[config.mk]
export PLATFORM = sky130hd
export DESIGN_NAME = gpio_in_debounce
export DESIGN_NICKNAME = d
export VERILOG_FILES = /design/src/rtl/gpio_pkg.sv /design/src/rtl/gpio_deb_cell.sv /design/src/rtl/gpio_in_debounce.sv
export SDC_FILE = /design/constraint.sdc
export NUM_CORES = 1
export LEC_CHECK = 0
export CAP_MARGIN = 20
export CORE_MARGIN = 5
export CORE_UTILIZATION = 35
export CTS_CLUSTER_SIZE = 8
export DETAILED_ROUTE_END_ITERATION = 8
export PLACE_DENSITY_LB_ADDON = 0.08
export SLEW_MARGIN = 20
export SYNTH_ARGS = -nofsm -noshare
export SYNTH_HDL_FRONTEND = slang
export SYNTH_SLANG_ARGS = --single-unit
[constraint.sdc]
create_clock -name HCLK -period 20.1 [get_ports HCLK]
set_clock_uncertainty 0.2 [all_clocks]
set_input_delay 4.02 -clock HCLK [delete_from_list [all_inputs] [get_ports HCLK]]
set_output_delay 4.02 -clock HCLK [all_outputs]
set_load 0.01 [all_outputs]
[src/rtl/gpio_pkg.sv]
// Shared types and default widths for the GPIO input conditioner.
package gpio_pkg;

    localparam int unsigned GPIO_NPIN    = 32;
    localparam int unsigned GPIO_PRESC_W = 16;
    localparam int unsigned GPIO_CNT_W   = 8;

    typedef logic [GPIO_NPIN-1:0] gpio_vec_t;

endpackage

[src/rtl/gpio_deb_cell.sv]
// One pin's debounce state: stability counter, filtered level and change pulse.
module gpio_deb_cell
    import gpio_pkg::*;
#(
    parameter int unsigned CNT_W = GPIO_CNT_W
) (
    input  logic             clk,
    input  logic             rst,
    input  logic             s1,
    input  logic             tick,
    input  logic             en,
    input  logic [CNT_W-1:0] thresh,
    output logic             filt,
    output logic             chg
);

    logic [CNT_W-1:0] cnt_q, cnt_d;
    logic             filt_q, filt_d;
    logic             chg_q;
    logic [CNT_W:0]   cnt_inc;
    logic [CNT_W:0]   thr_eff;

    // Compare at CNT_W+1 bits so cnt+1 never wraps; a zero threshold acts as one.
    assign cnt_inc = {1'b0, cnt_q} + {{CNT_W{1'b0}}, 1'b1};
    assign thr_eff = (thresh == '0) ? {{CNT_W{1'b0}}, 1'b1} : {1'b0, thresh};

    // Next-state: bypass, restart on old level, qualify on ticks, else hold.
    always_comb begin
        filt_d = filt_q;
        cnt_d  = cnt_q;
        if (!en) begin
            filt_d = s1;
            cnt_d  = '0;
        end else if (s1 == filt_q) begin
            cnt_d = '0;
        end else if (tick) begin
            if (cnt_inc >= thr_eff) begin
                filt_d = s1;
                cnt_d  = '0;
            end else begin
                cnt_d = cnt_inc[CNT_W-1:0];
            end
        end
    end

    // Pin state registers; chg pulses for the cycle after filt changes.
    always_ff @(posedge clk or posedge rst) begin
        if (rst) begin
            cnt_q  <= '0;
            filt_q <= 1'b0;
            chg_q  <= 1'b0;
        end else begin
            cnt_q  <= cnt_d;
            filt_q <= filt_d;
            chg_q  <= filt_d ^ filt_q;
        end
    end

    assign filt = filt_q;
    assign chg  = chg_q;

endmodule

[src/rtl/gpio_in_debounce.sv]
// Pad input conditioner: 2-flop sync, shared tick prescaler, per-pin debounce cells.
module gpio_in_debounce
    import gpio_pkg::*;
#(
    parameter int unsigned NPIN    = GPIO_NPIN,
    parameter int unsigned PRESC_W = GPIO_PRESC_W,
    parameter int unsigned CNT_W   = GPIO_CNT_W
) (
    input  logic               HCLK,
    input  logic               HRESET,
    input  logic [NPIN-1:0]    pad_in,
    input  logic [NPIN-1:0]    cfg_en,
    input  logic [PRESC_W-1:0] cfg_presc,
    input  logic [CNT_W-1:0]   cfg_thresh,
    output logic [NPIN-1:0]    filt_out,
    output logic [NPIN-1:0]    filt_chg,
    output logic               tick
);

    logic [NPIN-1:0]    s0_q, s1_q;
    logic [PRESC_W-1:0] pcnt_q;
    logic               tick_q;

    // Two-flop synchroniser for the asynchronous pads.
    always_ff @(posedge HCLK or posedge HRESET) begin
        if (HRESET) begin
            s0_q <= '0;
            s1_q <= '0;
        end else begin
            s0_q <= pad_in;
            s1_q <= s0_q;
        end
    end

    // Prescaler; >= lets a lowered cfg_presc take effect immediately.
    always_ff @(posedge HCLK or posedge HRESET) begin
        if (HRESET) begin
            pcnt_q <= '0;
            tick_q <= 1'b0;
        end else if (pcnt_q >= cfg_presc) begin
            pcnt_q <= '0;
            tick_q <= 1'b1;
        end else begin
            pcnt_q <= pcnt_q + {{(PRESC_W-1){1'b0}}, 1'b1};
            tick_q <= 1'b0;
        end
    end

    assign tick = tick_q;

    for (genvar i = 0; i < NPIN; i++) begin : g_pin
        gpio_deb_cell #(
            .CNT_W (CNT_W)
        ) u_cell (
            .clk    (HCLK),
            .rst    (HRESET),
            .s1     (s1_q[i]),
            .tick   (tick_q),
            .en     (cfg_en[i]),
            .thresh (cfg_thresh),
            .filt   (filt_out[i]),
            .chg    (filt_chg[i])
        );
    end

endmodule
; ---- After elaboration in Yosys (flattened, before gate mapping)
; Index checks and enable logic that the tools add are counted.
[op_classes]
n_addsub = 33
mux = 259
order_cmp = 33
bitwise = 32
reduce_logical = 1
n_eq_ne = 64
[op_table]
columns = cell, count
row1 = 8-bit two-way mux, 129
row2 = "8-bit by 1-bit adder with 9-bit output, second input constant", 32
row3 = 9-bit greater-or-equal comparator, 28
row4 = 1-bit two-way mux, 129
row5 = "3-bit by 1-bit inequality test with 1-bit output, second input constant", 32
row6 = 9-bit by 8-bit greater-or-equal comparator with 1-bit output, 4
row7 = 1-bit == test, 32
row8 = 1-bit XOR, 32
row9 = "16-bit by 1-bit adder with 16-bit output, second input constant", 1
row10 = 16-bit greater-or-equal comparator, 1
row11 = 16-bit two-way mux, 1
row12 = 8-bit logical NOT, 1
[totals]
out_inout_bits = 65
ff_bits = 401
inputBits = 90
wordCells = 522

; ---- Logic depth before layout (Yosys ltp)
[logic_depth]
ltp_word = 8
depth_mapped = 14
mapped_depth_nobuf = 12

; ---- Modules after synthesis
; Synthesis repeated with hierarchy kept, for this count alone.
[unflattened]
hier_cells = 2946
hier_area_um2 = 28192.0
[modules_own_cells]
columns = module, seq_area_each_um2, area_per_inst_um2, cells_per_inst, instances
row1 = gpio_deb_cell at g_pin[0].u_cell ..., 250.2, 790.8, 86, 31
row2 = gpio_in_debounce, 2026.9, 2894.0, 196, 1
row3 = gpio_deb_cell at g_pin[24].u_cell, 250.2, 784.5, 84, 1

; ---- Worst setup path before layout
; OpenSTA, ideal clock, no wires.
[synth_path]
path_kind = input to register
from = input cfg_thresh[2]
to = register g_pin[1].u_cell.filt_q
arrival_time_ps = 7409
path_buffers = 4
path_slack_ps = 12363
setup_ps = 127
cell_stages = 13
t_required_ps = 19773
cell_sequence = buf_4 -> buf_6 -> buf_4 -> buf_6 -> nor4_1 -> a41o_1 -> ha_1 -> and3_1 -> o2111a_1 -> a221o_1 -> a211oi_4 -> o21a_1 -> mux2_1
[synth_via]
elab_chain_cells = 7
[synth_rtl]
columns = item, line
row1 = "start, declared", gpio_in_debounce.sv:14  ; input logic [CNT_W-1:0] cfg_thresh,
row2 = 8-bit logical NOT, gpio_deb_cell.sv:25  ; assign thr_eff = (thresh == '0) ? {{CNT_W{1'b0}}, 1'b1} : {1'b0, thresh};
row3 = 8-bit two-way mux *, gpio_deb_cell.sv:25
row4 = 9-bit greater-or-equal comparator *, gpio_deb_cell.sv:37  ; if (cnt_inc >= thr_eff) begin
row5 = 1-bit two-way mux *, gpio_deb_cell.sv:37
row6 = 1-bit two-way mux *, gpio_deb_cell.sv:36  ; end else if (tick) begin
row7 = 1-bit two-way mux *, gpio_deb_cell.sv:34  ; end else if (s1 == filt_q) begin
row8 = 1-bit two-way mux *, gpio_deb_cell.sv:31  ; if (!en) begin
row9 = net g_pin[1].u_cell.filt_d, gpio_deb_cell.sv:18  ; logic filt_q, filt_d;
row10 = "end signal, assigned", gpio_deb_cell.sv:54  ; filt_q <= filt_d;
row11 = "end, declared", gpio_deb_cell.sv:18
; The timed path passes the listed nets; every way through them passes the cells marked *.
; A chain may end at the register's enable or synchronous reset.

; ---- Worst setup path in the final report
[layout_path]
from = input cfg_thresh[6]
to = register g_pin[17].u_cell.filt_q
[layout_via]
elab_chain_cells = 7
[layout_rtl]
columns = item, line
row1 = 8-bit logical NOT, gpio_deb_cell.sv:25
row2 = 8-bit two-way mux *, gpio_deb_cell.sv:25
row3 = 9-bit greater-or-equal comparator *, gpio_deb_cell.sv:37
row4 = 1-bit two-way mux *, gpio_deb_cell.sv:37
row5 = 1-bit two-way mux *, gpio_deb_cell.sv:36
row6 = 1-bit two-way mux *, gpio_deb_cell.sv:34
row7 = 1-bit two-way mux *, gpio_deb_cell.sv:31
row8 = net g_pin[17].u_cell.filt_d, gpio_deb_cell.sv:18
row9 = "end signal, assigned", gpio_deb_cell.sv:54
row10 = "end, declared", gpio_deb_cell.sv:18
; Marks and branches as above.

==> results.sh <==
export IMPL_cts_tree="done"
export IMPL_clk_insertion_delay_late_ps=600
export IMPL_cp_start_kind="input pin"
export IMPL_r2r_start="tick"
export IMPL_postCtsHoldBufs=0
export IMPL_cp_end_kind="flip-flop"
export IMPL_grt_overflow_total=0
export IMPL_synthArstFlopShare_pct=100.0
export IMPL_yosys_area_top_type="dfrtp_1"
export IMPL_dp_cells=3514
export IMPL_fin_util_pct=40.41
export IMPL_layout_cells_non_filler=3590
export IMPL_syn_mean_instance_area_um2=10.29
export IMPL_ios=155
export IMPL_r2r_cells=6
export IMPL_post_cts_resized=0
export IMPL_synth_most_common_cell="dfrtp_1"
export IMPL_syn_area_um2=25830
export IMPL_synth_fp_nets=2873
export IMPL_antenna_found_initial=1
export IMPL_drt_wirelength_per_cell_um=18.18
export IMPL_drc_errors=0
export IMPL_hold_end="s1_q[22]"
export IMPL_rsz0062_at_grt="no"
export IMPL_ys_flop_type="dfrtp_1"
export IMPL_drv_cap=0
export IMPL_slew_headroom_pct=26.28
export IMPL_synth_area_leaders="dfrtp_1 (39%), ha_1 (13%), xnor2_1 (4.0%), xor2_1 (3.5%), a22o_1 (3.2%)"
export IMPL_hold_viol_final=0
export IMPL_critical_path_arrival_ps=7970
export IMPL_yosysWarnings=0
export IMPL_fin_nets=2977
export IMPL_peakVddDrop_uv=68.56
export IMPL_syn2layout_area_growth_pct=14.31
export IMPL_synth_edf_count=0
export IMPL_cts_buffer_depth=3
export IMPL_clkTransAtPathRegs_ps=50
export IMPL_stdcell_area_um2=29530
export IMPL_numCtsBuffers=57
export IMPL_crit_type="in2reg"
export IMPL_grtUsageMet3_pct=2.600
export IMPL_placed_cell_area_um2=27970
export IMPL_hold_depth=0
export IMPL_die_w_um=281.7
export IMPL_synthCells=2510
export IMPL_grt_pass1_vias=19840
export IMPL_ys_seq_area_share_pct=38.84
export IMPL_setup_violations=0
export IMPL_hold_class="reg2reg"
export IMPL_die_area_um2=79350
export IMPL_grt_usage_pct=16.29
export IMPL_num_rows=99
export IMPL_dp_hpwl_um=42530
export IMPL_top_usage_layer="met2"
export IMPL_dr_first_iter_drc_count=1087
export IMPL_cp_required_ps=20370
export IMPL_status="finished, final reports clean"
export IMPL_globalplace_congestion=0.7820
export IMPL_routed_wl_um=65250
export IMPL_dr_total_vias=19500
export IMPL_port_buffers=154
export IMPL_htreeDepth=2
export IMPL_tns_ps=0
export IMPL_yosysTopAreaCellShare_pct=38.84
export IMPL_grt_max_degree=163
export IMPL_final_layout_size_suffix_gt1_share_pct=7.072
export IMPL_ys_seq_elements=401
export IMPL_worst_pin_slew_ps=1097
export IMPL_p_per_area_nw_per_um2=66.29
export IMPL_grt_util_met2_pct=27.23
export IMPL_period_share_pct=38.28
export IMPL_start_util_pct=35.35
export IMPL_cts_setup_buffers=0
export IMPL_fp_dieH_um=281.7
export IMPL_p_leak_nw=13.95
export IMPL_layout_min_cycle_time_ps=7695
export IMPL_netlist_top_cells_count="dfrtp_1 (401), ha_1 (273), nand2_1 (180)"
export IMPL_rrSetupSlack_ps=16410
export IMPL_clock_sinks=401
export IMPL_grt_pass1_wl_um=106200
export IMPL_use_met1_pct=21.97
export IMPL_hold_start="s0_q[22]"
export IMPL_max_freq_ghz=0.1300
export IMPL_critPathMaxFanout=33
export IMPL_yosys_cell_types_count=68
export IMPL_slew_viol_final=0
export IMPL_total_power_w=0.001958
export IMPL_drtPass1Iterations=5
export IMPL_cts_root_buf="clkbuf_16"
export IMPL_core_area_um2=73080
export IMPL_worst_r2r_endpoint="g_pin[5].u_cell.cnt_q[5]"
export IMPL_via_per_inst=5.431
export IMPL_ant_nets=0
## flip-flops by register name, summed over array words and instances, names as in the netlist
name                flops
g_pin.u_cell.chg       32
g_pin.u_cell.cnt_q    256
g_pin.u_cell.filt      32
pcnt_q                 16
s0_q                   32
s1_q                   32
tick                    1
## worst max path at each step
stage	startpoint	to	slack (ps)	depth (start not counted)
finish	cfg_thresh[6]	g_pin[17].u_cell.filt	12410	12
floorplan	HRESET	g_pin[0].u_cell.chg	4730	1
global placement	cfg_thresh[7]	g_pin[26].u_cell.cnt_q[6]	11610	12
global route	cfg_thresh[6]	g_pin[17].u_cell.filt	12200	12
detailed placement	cfg_thresh[6]	g_pin[26].u_cell.cnt_q[6]	11510	12
CTS	cfg_thresh[6]	g_pin[26].u_cell.cnt_q[6]	12190	12
## through the flow
step	worst slack, ps	hold WS, ps
final	12410	143.9
after global routing	12200	148.8
after CTS	12190	146.7
after detailed placement	11510	134.7
after global placement	11610	133.3
after floorplan	4727	131.2
## final cells by class
class / instances / area (um^2)
Fill cell: 7091 / 43550
Multi-Input combinational cell: 1902 / 14740
Sequential cell: 401 / 10040
Timing Repair Buffer: 174 / 1699
Clock buffer: 74 / 1543
Tap cell: 959 / 1200
Inverter: 78 / 301.5
Clock inverter: 1 / 8.758
Antenna cell: 1 / 2.502
## cells in the final DEF (no fill, tap or decap), types with 22 or more instances in the layout
master           instances
a21o_1                  41
a21oi_1                110
a221o_1                 23
a22o_1                  94
a31oi_1                 52
a32o_1                  67
and2_1                  35
and3_1                 107
clkbuf_16               59
clkdlybuf4s50_1        153
dfrtp_1                400
ha_1                   273
inv_1                   70
mux2_2                  38
nand2_1                180
nand2b_1                29
nand3_1                159
nor2_1                 102
nor2b_1                 36
o211ai_1                22
o21ai_0                 58
or2_2                   22
xnor2_1                117
xor2_1                 102
## critical path, stage by stage
cell             delay (ps)
clkdlybuf4s50_1         450
inv_2                    60
buf_4                   580
a41o_2                  590
buf_4                   440
ha_1                    300
nand2b_1                130
a221oi_1                250
o31a_1                  200
o221ai_2                150
a21boi_0                400
mux2_2                  380
## power by group
part	leakage, nW	total (W)	internal [W]	switching [W]
logic	7.86	0.000218	0.0000945	0.000124
clock network	0.755	0.000883	0.000522	0.000361
registers	5.33	0.000856	0.000834	0.0000218
## metal layers
layer  routed length (um)  vias up
met3                 2597      114
li1                     -     9476
met5                    0        -
met4                 1728        0
met1                30440     9572
met2                30480      336
## cells by family (layout without fill, tap and decap cells)
| family | count (synthesis) | after routing | synth area share [%] |
|---|---|---|---|
| simple gates | 759 | 759 | 15.58 |
| compound gates | 582 | 582 | 17.33 |
| flops | 401 | 401 | 38.84 |
| fa+ha+maj | 274 | 274 | 13.26 |
| xor+xnor | 231 | 231 | 8.471 |
| buf+inv | 207 | 327 | 4.126 |
| mux | 56 | 56 | 2.393 |
| other cells | 0 | 1 | 0 |
(Power assumes the default switching activity.)
